`src/rtl/spi_flash_cfg_loader.sv`:
```
// rtl/spi_flash_cfg_loader.sv - SPI NOR bitstream loader for the eFPGA self-write port
module spi_flash_cfg_loader #(
  parameter logic [23:0] FLASH_ADDR = 24'h100000,
  parameter int          CLK_DIV    = 2,
  parameter logic [31:0] MAX_WORDS  = 32'd65536,
  parameter logic [31:0] MAGIC      = 32'hFAB0C0DE
) (
  input  logic        CLK,
  input  logic        resetn,
  input  logic        boot_en,
  input  logic        start,
  input  logic        spi_miso,
  output logic        spi_sclk,
  output logic        spi_cs_n,
  output logic        spi_mosi,
  output logic [31:0] SelfWriteData,
  output logic        SelfWriteStrobe,
  output logic        busy,
  output logic        done,
  output logic        error,
  output logic [31:0] words_loaded
);

  typedef enum logic [3:0] {
    ST_IDLE,
    ST_CS_SETUP,
    ST_CMD,
    ST_HDR_MAGIC,
    ST_HDR_LEN,
    ST_DATA,
    ST_CS_HOLD,
    ST_DONE,
    ST_ERROR
  } state_t;

  localparam int            DW       = (CLK_DIV > 1) ? $clog2(CLK_DIV) : 1;
  localparam logic [DW-1:0] DIV_LAST = DW'(CLK_DIV - 1);

  state_t        state;
  state_t        state_nxt;
  logic [DW-1:0] div_cnt;
  logic          phase;
  logic [4:0]    bit_cnt;
  logic [31:0]   shift_sr;
  logic [31:0]   cmd_sr;
  logic [31:0]   len_q;
  logic          pend_err;
  logic          armed;

  logic          shifting;
  logic          tick;
  logic          bit_end;
  logic          word_end;
  logic          last_word;
  logic          leaving;
  logic [31:0]   rx_word;

  assign shifting  = (state == ST_CMD) || (state == ST_HDR_MAGIC) ||
                     (state == ST_HDR_LEN) || (state == ST_DATA);
  assign tick      = (div_cnt == DIV_LAST);
  // miso is taken on the edge where sclk drops, i.e. the last high-phase cycle
  assign bit_end   = shifting && phase && tick;
  assign word_end  = bit_end && (bit_cnt == 5'd31);
  assign rx_word   = {shift_sr[30:0], spi_miso};
  assign last_word = ((words_loaded + 32'd1) == len_q);
  assign leaving   = (state_nxt != state);

  always_ff @(posedge CLK or negedge resetn) begin
    if (!resetn) begin
      state <= ST_IDLE;
    end else begin
      state <= state_nxt;
    end
  end

  always_comb begin
    state_nxt = state;
    case (state)
      ST_IDLE:      if ((armed && boot_en) || start) state_nxt = ST_CS_SETUP;
      ST_CS_SETUP:  if (tick) state_nxt = ST_CMD;
      ST_CMD:       if (word_end) state_nxt = ST_HDR_MAGIC;
      ST_HDR_MAGIC: if (word_end) state_nxt = (rx_word == MAGIC) ? ST_HDR_LEN : ST_CS_HOLD;
      ST_HDR_LEN: begin
        if (word_end) begin
          state_nxt = ((rx_word == 32'd0) || (rx_word > MAX_WORDS)) ? ST_CS_HOLD : ST_DATA;
        end
      end
      ST_DATA:      if (word_end && last_word) state_nxt = ST_CS_HOLD;
      ST_CS_HOLD:   if (phase && tick) state_nxt = pend_err ? ST_ERROR : ST_DONE;
      ST_DONE:      if (start) state_nxt = ST_CS_SETUP;
      ST_ERROR:     if (start) state_nxt = ST_CS_SETUP;
      default:      state_nxt = ST_IDLE;
    endcase
  end

  always_comb begin
    busy     = !((state == ST_IDLE) || (state == ST_DONE) || (state == ST_ERROR));
    // CS_HOLD keeps CS low with sclk idle for the first half, then releases it
    spi_cs_n = !((state == ST_CS_SETUP) || shifting || ((state == ST_CS_HOLD) && !phase));
    spi_sclk = shifting && phase;
    spi_mosi = (state == ST_CMD) && cmd_sr[31];
  end

  always_ff @(posedge CLK or negedge resetn) begin
    if (!resetn) begin
      div_cnt         <= '0;
      phase           <= 1'b0;
      bit_cnt         <= 5'd0;
      shift_sr        <= 32'd0;
      cmd_sr          <= 32'd0;
      len_q           <= 32'd0;
      pend_err        <= 1'b0;
      armed           <= 1'b1;
      SelfWriteData   <= 32'd0;
      SelfWriteStrobe <= 1'b0;
      done            <= 1'b0;
      error           <= 1'b0;
      words_loaded    <= 32'd0;
    end else begin
      SelfWriteStrobe <= 1'b0;

      if ((state == ST_IDLE) && leaving) begin
        armed <= 1'b0;
      end

      if ((state_nxt == ST_CS_SETUP) && leaving) begin
        done         <= 1'b0;
        error        <= 1'b0;
        words_loaded <= 32'd0;
      end

      // phase timers restart on every state change; DATA words run back to back
      if (leaving) begin
        div_cnt <= '0;
        phase   <= 1'b0;
        bit_cnt <= 5'd0;
      end else if (busy) begin
        if (tick) begin
          div_cnt <= '0;
          phase   <= ~phase;
          if (phase) begin
            bit_cnt <= bit_cnt + 5'd1;
          end
        end else begin
          div_cnt <= div_cnt + 1'b1;
        end
      end

      if (bit_end) begin
        shift_sr <= rx_word;
      end

      if ((state_nxt == ST_CMD) && leaving) begin
        cmd_sr <= {8'h03, FLASH_ADDR};
      end else if ((state == ST_CMD) && bit_end) begin
        cmd_sr <= {cmd_sr[30:0], 1'b0};
      end

      if ((state == ST_HDR_MAGIC) && word_end) begin
        pend_err <= (rx_word != MAGIC);
      end

      if ((state == ST_HDR_LEN) && word_end) begin
        len_q    <= rx_word;
        pend_err <= (rx_word > MAX_WORDS);
      end

      if ((state == ST_DATA) && word_end) begin
        SelfWriteData   <= rx_word;
        SelfWriteStrobe <= 1'b1;
        words_loaded    <= words_loaded + 32'd1;
      end

      if ((state == ST_CS_HOLD) && leaving) begin
        if (pend_err) begin
          error <= 1'b1;
        end else begin
          done <= 1'b1;
        end
      end
    end
  end

endmodule

```
`config.mk`:
```
export PLATFORM = sky130hd
export DESIGN_NAME = spi_flash_cfg_loader
export DESIGN_NICKNAME = d
export VERILOG_FILES = /design/src/rtl/spi_flash_cfg_loader.sv
export SDC_FILE = /design/constraint.sdc
export NUM_CORES = 1
export LEC_CHECK = 0
export BUFFER_PORTS_ARGS = -buffer_cell sky130_fd_sc_hd__buf_2
export CORE_UTILIZATION = 46
export CTS_BUF_LIST = sky130_fd_sc_hd__clkbuf_2
export DETAILED_ROUTE_END_ITERATION = 16
export SYNTH_ARGS = -nofsm -noshare
export SYNTH_HDL_FRONTEND = slang
export SYNTH_SLANG_ARGS = --single-unit
```
`constraint.sdc`:
```
create_clock -name CLK -period 5.95 [get_ports CLK]
set_input_delay 0.2975 -clock CLK [delete_from_list [all_inputs] [get_ports CLK]]
set_output_delay 0.2975 -clock CLK [all_outputs]
set_load 0.02 [all_outputs]
```
==> impl_metrics.yaml, run 1 <==
route:
  viasPerCell: 5.80
  dr.pass1.iters: 4
  route.detailed.wl_per_inst_um: 18.3
  antenna_left: 0
  vias: 6307
  drc: 0
  drt_wl_total_um: 19900
  drt-initial-drc-count: 621
cts:
  clockRootBuffer: "clkbuf_2"
  cts_sinks: 155
  h-tree-depth: 4
  cts_tree: "done"
  cts_buffers: 17
  clock_tree.buffer_depth: 2
  clk_latency_ps: 710
  post_cts_buffers: 0
  clk_pin_slew_ps: 240
floorplan:
  die_x_um: 133
  start_util: 0.476
  die_y_um: 133
  row_count: 47
  dieArea_um2: 17800
  core_area_um2: 16700
  io_pins: 76
pwr:
  switchingPower_uw: 1260
  power_frac_seq: 0.503
  p_leak_uw: 0.00410
  cellPowerDensity_nw_per_um2: 349
  p_int_uw: 1770
  p_comb_frac: 0.317
  swShare: 0.417
  ir_worst_vdd_v: 0.000214
  clkPwrFrac: 0.180
timing:
  finalSetupViolCount: 0
  max_freq_mhz: 280
  clock_skew_ps: 38.6
  max-slew-margin-rel: 0.253
  setup_ws_ps: 2380
  final.min_clock_period_ps: 3570
  rsz0062_at_grt: "false"
  tns_ps: 0
  worst_slew_pin_slew_ps: 1120
  hold_viol: 0
  drv_slew: 0
  post-route-period-util: 0.599
global_routing:
  grt_usage: 0.235
  grt_overflow_total: 0
  grt_pass1_vias: 6015
  grt_max_degree: 106
  grt_first_pass_wirelength_um: 32700
  antenna_found_initial: 0
min_path:
  hold_path.class: "in -> async"
yosys:
  synth_fp_nets: 811
  synth_area_um2: 7940
  syn_avg_cell_area_um2: 9.89
  synthArstFlopShare: 1.00
  yosysWarningCount: 0
  seq_area_frac_synth: 0.488
  synth.distinct_cells: 70
  synthFlopType: "dfrtp_1"
  ys_ff_latch: 155
  synth-edff-count: 0
  syn_inst: 803
setup_path:
  worstRegToRegCells: 12
  r2r_slack_ps: 2380
  worstSetupEndpointType: "register"
  critPathKind: "reg -> reg"
  cp-start-kind: "register"
  cp.arrival_ps: 4150
  r2r-end: "words_loaded[4]$_DFFE_PN0P_"
  path_max_fanout: 36
  cp-startpoint: "bit_cnt[0]$_DFFE_PN0P_"
  endpoint: "words_loaded[4]$_DFFE_PN0P_"
  r2r-start: "bit_cnt[0]$_DFFE_PN0P_"
  required_ps: 6530
placement:
  dp_hpwl_um: 14000
  place_ws_ps: 2400
  placed_area_um2: 8420
  gp_congestion: 0.875
  io_buffers: 75
status:
  status: "complete, no violations"
layout:
  diodes: 0
  final_cell_mix: "nand2_1, dfrtp_1, buf_2"
  final_common_cell: "nand2_1"
  utilization: 0.519
  fin_area_um2: 8670
  drive_gt1_frac: 0.220
  final_nets: 863
  syn2layout_area_growth_pct: 9.20
job:
  maxCapViolCount: 0
registers in the layout, summed over array words and instances (netlist names):
name and flops:
SelfWriteData 32, len_q 32, words_loaded 32, shift_sr 31, cmd_sr 12, bit_cnt 5, state 4, SelfWriteStrobe 1
armed 1, div_cnt 1, done 1, error 1, pend_err 1, phase 1
worst max-delay path, cell delays in order, from the launching register on:
cell and delay [ps]:
dfrtp_1 450, ha_1 180, and3_1 170, ha_1 160
nand4b_1 110, nor2_1 390, and2_1 190, buf_4 400
nand3_1 150, and2_1 220, nand4b_4 350, nand2_2 490
a31oi_1 170
metrics by stage:
step / instances / hold slack [ps] / total power [uW]
floorplan: 803 / 1.91 / 2180
global placement: 1052 / 448 / 2470
detailed placement: 1052 / 455 / 2500
CTS: 1087 / 243 / 3050
global route: 1087 / 190 / 3220
finish: 1087 / 211 / 3030
repair_timing:
item | 4_1_cts | 5_1_grt
gates resized for setup | 0 | 0
hold endpoints to repair | 108 | 0
hold buffers | 4 | 0
how the worst min path moves through the flow:
| stage | from | endpoint | slack (ps) | cells past startpoint |
|---|---|---|---|---|
| floorplan | resetn | SelfWriteData[0]$_DFFE_PN0P_ | 2 | 0 |
| global placement | armed$_DFFE_PN1P_ | armed$_DFFE_PN1P_ | 450 | 1 |
| detailed placement | armed$_DFFE_PN1P_ | armed$_DFFE_PN1P_ | 460 | 1 |
| CTS | resetn | words_loaded[27]$_DFFE_PN0P_ | 240 | 2 |
| global route | resetn | state[3]$_DFF_PN0_ | 190 | 2 |
| finish | resetn | words_loaded[26]$_DFFE_PN0P_ | 210 | 2 |
layout make-up:
| class | instances | area, um2 |
|---|---|---|
| repair buffers | 83 | 452 |
| clock inverters | 12 | 118 |
| fillers | 1566 | 8030 |
| inverters | 6 | 22.5 |
| clock buffers | 19 | 95.1 |
| flip-flops and latches | 155 | 3880 |
| multi-input cells | 592 | 3830 |
| well taps | 220 | 275 |
power groups by stage:
stage          sequential [uW]  combinational (uW)  clock (uW)
3_3_place_gp              1520                 948           0
3_5_place_dp              1540                 960           0
6_report                  1520                 960         547
2_1_floorplan             1470                 714           0
4_1_cts                   1520                 967         564
5_1_grt                   1560                1050         613
cells in the mapped netlist, types with 5 or more instances:
| cell | instances | share of area |
|---|---|---|
| o21a_1 | 6 | 0.0057 |
| nor3_1 | 17 | 0.011 |
| dfrtp_1 | 154 | 0.49 |
| clkbuf_1 | 28 | 0.013 |
| mux2i_1 | 10 | 0.013 |
| mux2_2 | 63 | 0.089 |
| o21ai_0 | 22 | 0.014 |
| or4_1 | 6 | 0.0057 |
| xor2_1 | 16 | 0.018 |
| buf_2 | 12 | 0.0076 |
| xnor2_1 | 39 | 0.043 |
| inv_1 | 5 | 0.0024 |
| nand2_1 | 170 | 0.080 |
| nor2_1 | 35 | 0.017 |
| a31oi_1 | 18 | 0.014 |
| a21oi_1 | 39 | 0.025 |
| nor4_1 | 18 | 0.014 |
| and3_1 | 10 | 0.0079 |
| or3_1 | 6 | 0.0047 |
| nand4_1 | 15 | 0.012 |
| buf_1 | 6 | 0.0028 |
| nand3_1 | 22 | 0.014 |
per-layer routing:
layer | GRT usage | routed length [um] | up-vias | part of all wire
li1 | - | - | 2941 | -
met1 | 0.347 | 9680 | 3157 | 0.49
met2 | 0.352 | 9080 | 189 | 0.46
met3 | 0.0479 | 947 | 20 | 0.048
met4 | 0.0587 | 196 | 0 | 0.0098
met5 | 0 | 0 | - | 0
kinds of logic (layout without fill, tap and decap cells):
group / Yosys count / in the layout / share of synthesized area
simple gates: 337 / 337 / 0.211
flops: 155 / 155 / 0.488
compound gates: 123 / 123 / 0.100
mux: 73 / 73 / 0.102
xor+xnor: 56 / 56 / 0.0635
buf+inv: 56 / 120 / 0.0301
fa+ha+maj: 3 / 3 / 0.00473
Note: power is estimated with default switching activity, not from simulation.
==> run 2, diff against run 1 <==
Clock period 5.95 ns to 3.6 ns, I/O delays scaled along.
==> run 2 against run 1 <==
Combinational power is 70% higher. Global-route usage is 0.17 points higher. Wire length is 1.3% higher. Non-clock buffer count is 11 higher. First-iteration DRC count is 30% lower. Hold slack worse by 160 ps. Sequential power is 63% higher. Clock skew is 16 ps higher. Core utilization is 0.74 points higher. Final cell count is 1.3% higher. Flip-flop and latch count stayed put. Via count hardly changed.
==> impl_metrics.yaml, run 2 (synthesis gave the netlist of run 1 again) <==
route:
  top_layer: "met4"
  met3WireLength_um: 951
  vias: 6302
  viasPerCell: 5.72
  antenna_left: 0
  route.detailed.wl_per_inst_um: 18.3
  dr_wl_met2_um: 9180
  drc: 0
  dr.pass1.iters: 6
  drt-initial-drc-count: 432
  wl_met1_um: 9820
  drt_wl_total_um: 20200
timing:
  finalSetupViolCount: 0
  worst_slew_pin_slew_ps: 976
  final.min_clock_period_ps: 3320
  drv_slew: 0
  clock_skew_ps: 54.6
  tns_ps: 0
  max_freq_mhz: 301
  whs_ps: 51.1
  post-route-period-util: 0.922
  rsz0062_at_grt: "false"
  max-slew-margin-rel: 0.344
  hold_viol: 0
layout:
  reg.largest.list: "SelfWriteData: 32 flops, len_q: 32 flops, words_loaded: 32 flops"
  fin_area_um2: 8800
  syn2layout_area_growth_pct: 10.8
  drive_gt1_frac: 0.229
  nFillCells: 1556
  final_common_cell: "nand2_1"
  fin_cells: 1101
  utilization: 0.527
  final_nets: 874
  final_cell_mix: "nand2_1, dfrtp_1, buf_2"
floorplan:
  start_util: 0.476
  dieArea_um2: 17800
  row_count: 47
  core_area_um2: 16700
  io_pins: 76
  die_x_um: 133
  die_y_um: 133
cts:
  clockRootBuffer: "clkbuf_2"
  clock_tree.buffer_depth: 2
  cts_sinks: 155
  clk_pin_slew_ps: 240
  h-tree-depth: 4
  cts_buffers: 17
  post_cts_buffers: 0
  clk_latency_ps: 730
  cts_tree: "done"
global_routing:
  antenna_found_initial: 1
  grt_overflow_total: 0
  grt_usage: 0.237
  grt_max_degree: 108
  grt_first_pass_wirelength_um: 32700
  grt_pass1_vias: 5938
pwr:
  p_leak_uw: 0.00417
  cellPowerDensity_nw_per_um2: 581
  ir_worst_vdd_v: 0.000267
setup_path:
  path_max_fanout: 19
  r2r-start: "bit_cnt[0]$_DFFE_PN0P_"
  cp-startpoint: "bit_cnt[0]$_DFFE_PN0P_"
  worstSetupEndpointType: "register"
  critPathKind: "reg -> reg"
  cp.arrival_ps: 3940
  required_ps: 4220
  cp-start-kind: "register"
  worstRegToRegCells: 11
min_path:
  hold_path.class: "in -> async"
placement:
  placed_area_um2: 8500
  gp_congestion: 0.898
  dp_hpwl_um: 14200
  io_buffers: 75
  dp.cells: 1063
job:
  maxCapViolCount: 0
status:
  status: "complete, no violations"
==> run 2: area by class of cell <==
class	count	area (um2)	share of cell area
timing repair buffer	94	534	0.0607
multi-input combinational	592	3830	0.436
clock inverter	15	164	0.0186
clock buffer	17	85.1	0.00967
antenna	2	5.00	0.000569
sequential	155	3880	0.441
inverter	6	22.5	0.00256
tap	220	275	0.0313
==> run 2: metal layers <==
layer | vias up | global-route usage
met3 | 17 | 0.0468
met4 | 0 | 0.0612
li1 | 2968 | -
met2 | 195 | 0.354
met5 | - | 0
met1 | 3122 | 0.350
==> run 2: power breakdown <==
group | switching (uW) | internal (uW) | leakage, uW
Sequential | 502 | 1980 | 0.00212
Combinational | 934 | 697 | 0.00191
Clock | 666 | 333 | 0.000143
Total | 2100 | 3010 | 0.00417
==> run 2: per-stage QoR <==
| step | worst slack (ps) | total power (uW) |
|---|---|---|
| global route | 0.815 | 5430 |
| finish | 279 | 5110 |
| detailed placement | 373 | 4140 |
| CTS | 314 | 5150 |
| global placement | 460 | 4090 |
| floorplan | 763 | 3610 |
==> run 2: final timing paths <==
kind	to	slack [ps]
max	words_loaded[27]$_DFFE_PN0P_	280
min	words_loaded[26]$_DFFE_PN0P_	50
max reg2reg	words_loaded[27]$_DFFE_PN0P_	280
min reg2reg	armed$_DFFE_PN1P_	480
max in group asynchronous	len_q[14]$_DFFE_PN0P_	2550
min in group CLK	SelfWriteData[0]$_DFFE_PN0P_	280
==> run 2: what timing repair did <==
action | 4_1_cts | 5_1_grt
gates resized for setup | 0 | 0
hold endpoints to repair | 112 | 0
hold buffers | 4 | 0
==> run 2: critical path, cell delays in order (launching register included) <==
cell and delay [ps]:
dfrtp_1 440, ha_1 180, and3_1 160, ha_1 210, nand4b_1 140, nor2_1 370
o21bai_1 160, a2111oi_0 520, and2_1 290, nand4b_4 160, nand2_2 280, a31oi_1 300
==> run 3, diff against run 2 <==
Settings changed: PLACE_DENSITY set to 0.72.
==> run 3 against run 2 <==
Die area unchanged. Non-clock buffer count unchanged. Global-route usage decreased by 0.94 points. Flip-flop and latch count unchanged. Via count decreased by 1.0%. Clock power decreased by 11%. Final cell count decreased by 0.18%. Combinational power about the same. Maximum frequency increased by 2.0%. Largest cell class unchanged. Largest power group unchanged.
==> impl_metrics.yaml, run 3 (synthesis gave the netlist of run 1 again) <==
floorplan:
  core_area_um2: 16700
  row_count: 47
  start_util: 0.476
  io_pins: 76
  die_y_um: 133
  die_x_um: 133
  dieArea_um2: 17800
route:
  drc: 0
  antenna_left: 0
  dr.pass1.iters: 5
  drt_wl_total_um: 19200
  vias: 6239
  viasPerCell: 5.68
  route.detailed.wl_per_inst_um: 17.5
  drt-initial-drc-count: 518
layout:
  reg.largest.list: "SelfWriteData: 32 flops, len_q: 32 flops, words_loaded: 32 flops"
  final_nets: 874
  utilization: 0.525
  drive_gt1_frac: 0.228
  syn2layout_area_growth_pct: 10.3
  final_cell_mix: "nand2_1, dfrtp_1, buf_2"
  final_common_cell: "nand2_1"
timing:
  hold_viol: 0
  worst_slew_pin_slew_ps: 959
  max-slew-margin-rel: 0.360
  drv_slew: 0
  finalSetupViolCount: 0
  max_freq_mhz: 307
  post-route-period-util: 0.904
  clock_skew_ps: 20.3
  setup_ws_ps: 344
  tns_ps: 0
  rsz0062_at_grt: "false"
  final.min_clock_period_ps: 3260
placement:
  dp_hpwl_um: 13500
  io_buffers: 75
  place_ws_ps: 349
  gp_congestion: 0.933
global_routing:
  grt_max_degree: 106
  grt_usage: 0.227
  grt_pass1_vias: 5980
  grt_first_pass_wirelength_um: 31700
  antenna_found_initial: 1
  grt_overflow_total: 0
setup_path:
  required_ps: 4220
  cp.arrival_ps: 3880
  cp-start-kind: "register"
  r2r-start: "bit_cnt[0]$_DFFE_PN0P_"
  worstSetupEndpointType: "register"
  critPathKind: "reg -> reg"
  path_max_fanout: 6
  cp-startpoint: "bit_cnt[0]$_DFFE_PN0P_"
job:
  maxCapViolCount: 0
cts:
  post_cts_buffers: 0
  post_cts_resized: 0
  clock_tree.buffer_depth: 2
  clk_pin_slew_ps: 220
  postCtsHoldBufs: 5
  cts_sinks: 155
  cts_buffers: 17
  clockRootBuffer: "clkbuf_2"
  h-tree-depth: 4
  clk_latency_ps: 730
  cts_tree: "done"
pwr:
  ir_worst_vdd_v: 0.000335
  p_leak_uw: 0.00416
  cellPowerDensity_nw_per_um2: 571
min_path:
  hold_path.class: "in -> async"
status:
  status: "complete, no violations"
==> run 3: cell count changes in the layout (fill, tap and decap cells not counted), sizes merged <==
cell and delta:
clkinvlp -1, clkinv -1, dlygate4sd3 +1, diode -1
buf -1, clkbuf +4, bufinv -1, inv -2
==> run 3: path summary, 6_finish.rpt <==
kind | slack, ps | end | depth (start not counted)
worst max register to register | 340 | bit_cnt[1]$_DFFE_PN0P_ | 11
min in group CLK | 260 | SelfWriteData[0]$_DFFE_PN0P_ | 4
max in group asynchronous | 2710 | SelfWriteData[14]$_DFFE_PN0P_ | 3
worst min register to register | 480 | armed$_DFFE_PN1P_ | 1
worst min-delay path | 90 | SelfWriteData[31]$_DFFE_PN0P_ | 2
worst max-delay path | 340 | bit_cnt[1]$_DFFE_PN0P_ | 11
==> run 3: per-layer routing <==
metal | part of all wire | global-route usage | wire [um] | vias to the layer above
met4 | 0.015 | 0.0751 | 285 | 0
li1 | - | - | - | 2958
met1 | 0.48 | 0.327 | 9190 | 3067
met3 | 0.054 | 0.0472 | 1040 | 18
met5 | 0 | 0 | 0 | -
met2 | 0.45 | 0.341 | 8700 | 196
==> run 3: cell type report <==
class / instances / area, um2
Antenna cell: 1 / 2.50
Clock buffer: 21 / 105
Clock inverter: 10 / 93.8
Fill cell: 1555 / 7940
Inverter: 6 / 22.5
Multi-Input combinational cell: 592 / 3830
Sequential cell: 155 / 3880
Tap cell: 220 / 275
Timing Repair Buffer: 94 / 549
==> run 3: worst max-delay path: stages (launching register included) <==
cell and delay, ps:
dfrtp_1 440, ha_1 180, and3_1 160, ha_1 200
nand4b_1 130, nor2_1 340, o21ai_1 210, or4_1 570
nor4_1 320, nand4_1 250, o21ai_4 260, a21oi_1 90
==> run 3: power breakdown <==
group | total, uW | switching [uW] | internal, uW
Sequential | 2510 | 531 | 1980
Combinational | 1600 | 908 | 696
Clock | 886 | 626 | 260
==> run 3: metrics by stage <==
step	std cells	area [um2]	total power [uW]	hold slack, ps
final	1099	8760	5000	86.8
after global routing	1099	8760	5290	139
after CTS	1098	8760	5010	89.4
after detailed placement	1062	8510	4120	372
after global placement	1062	8510	4090	376
after floorplan	803	7940	3610	-116
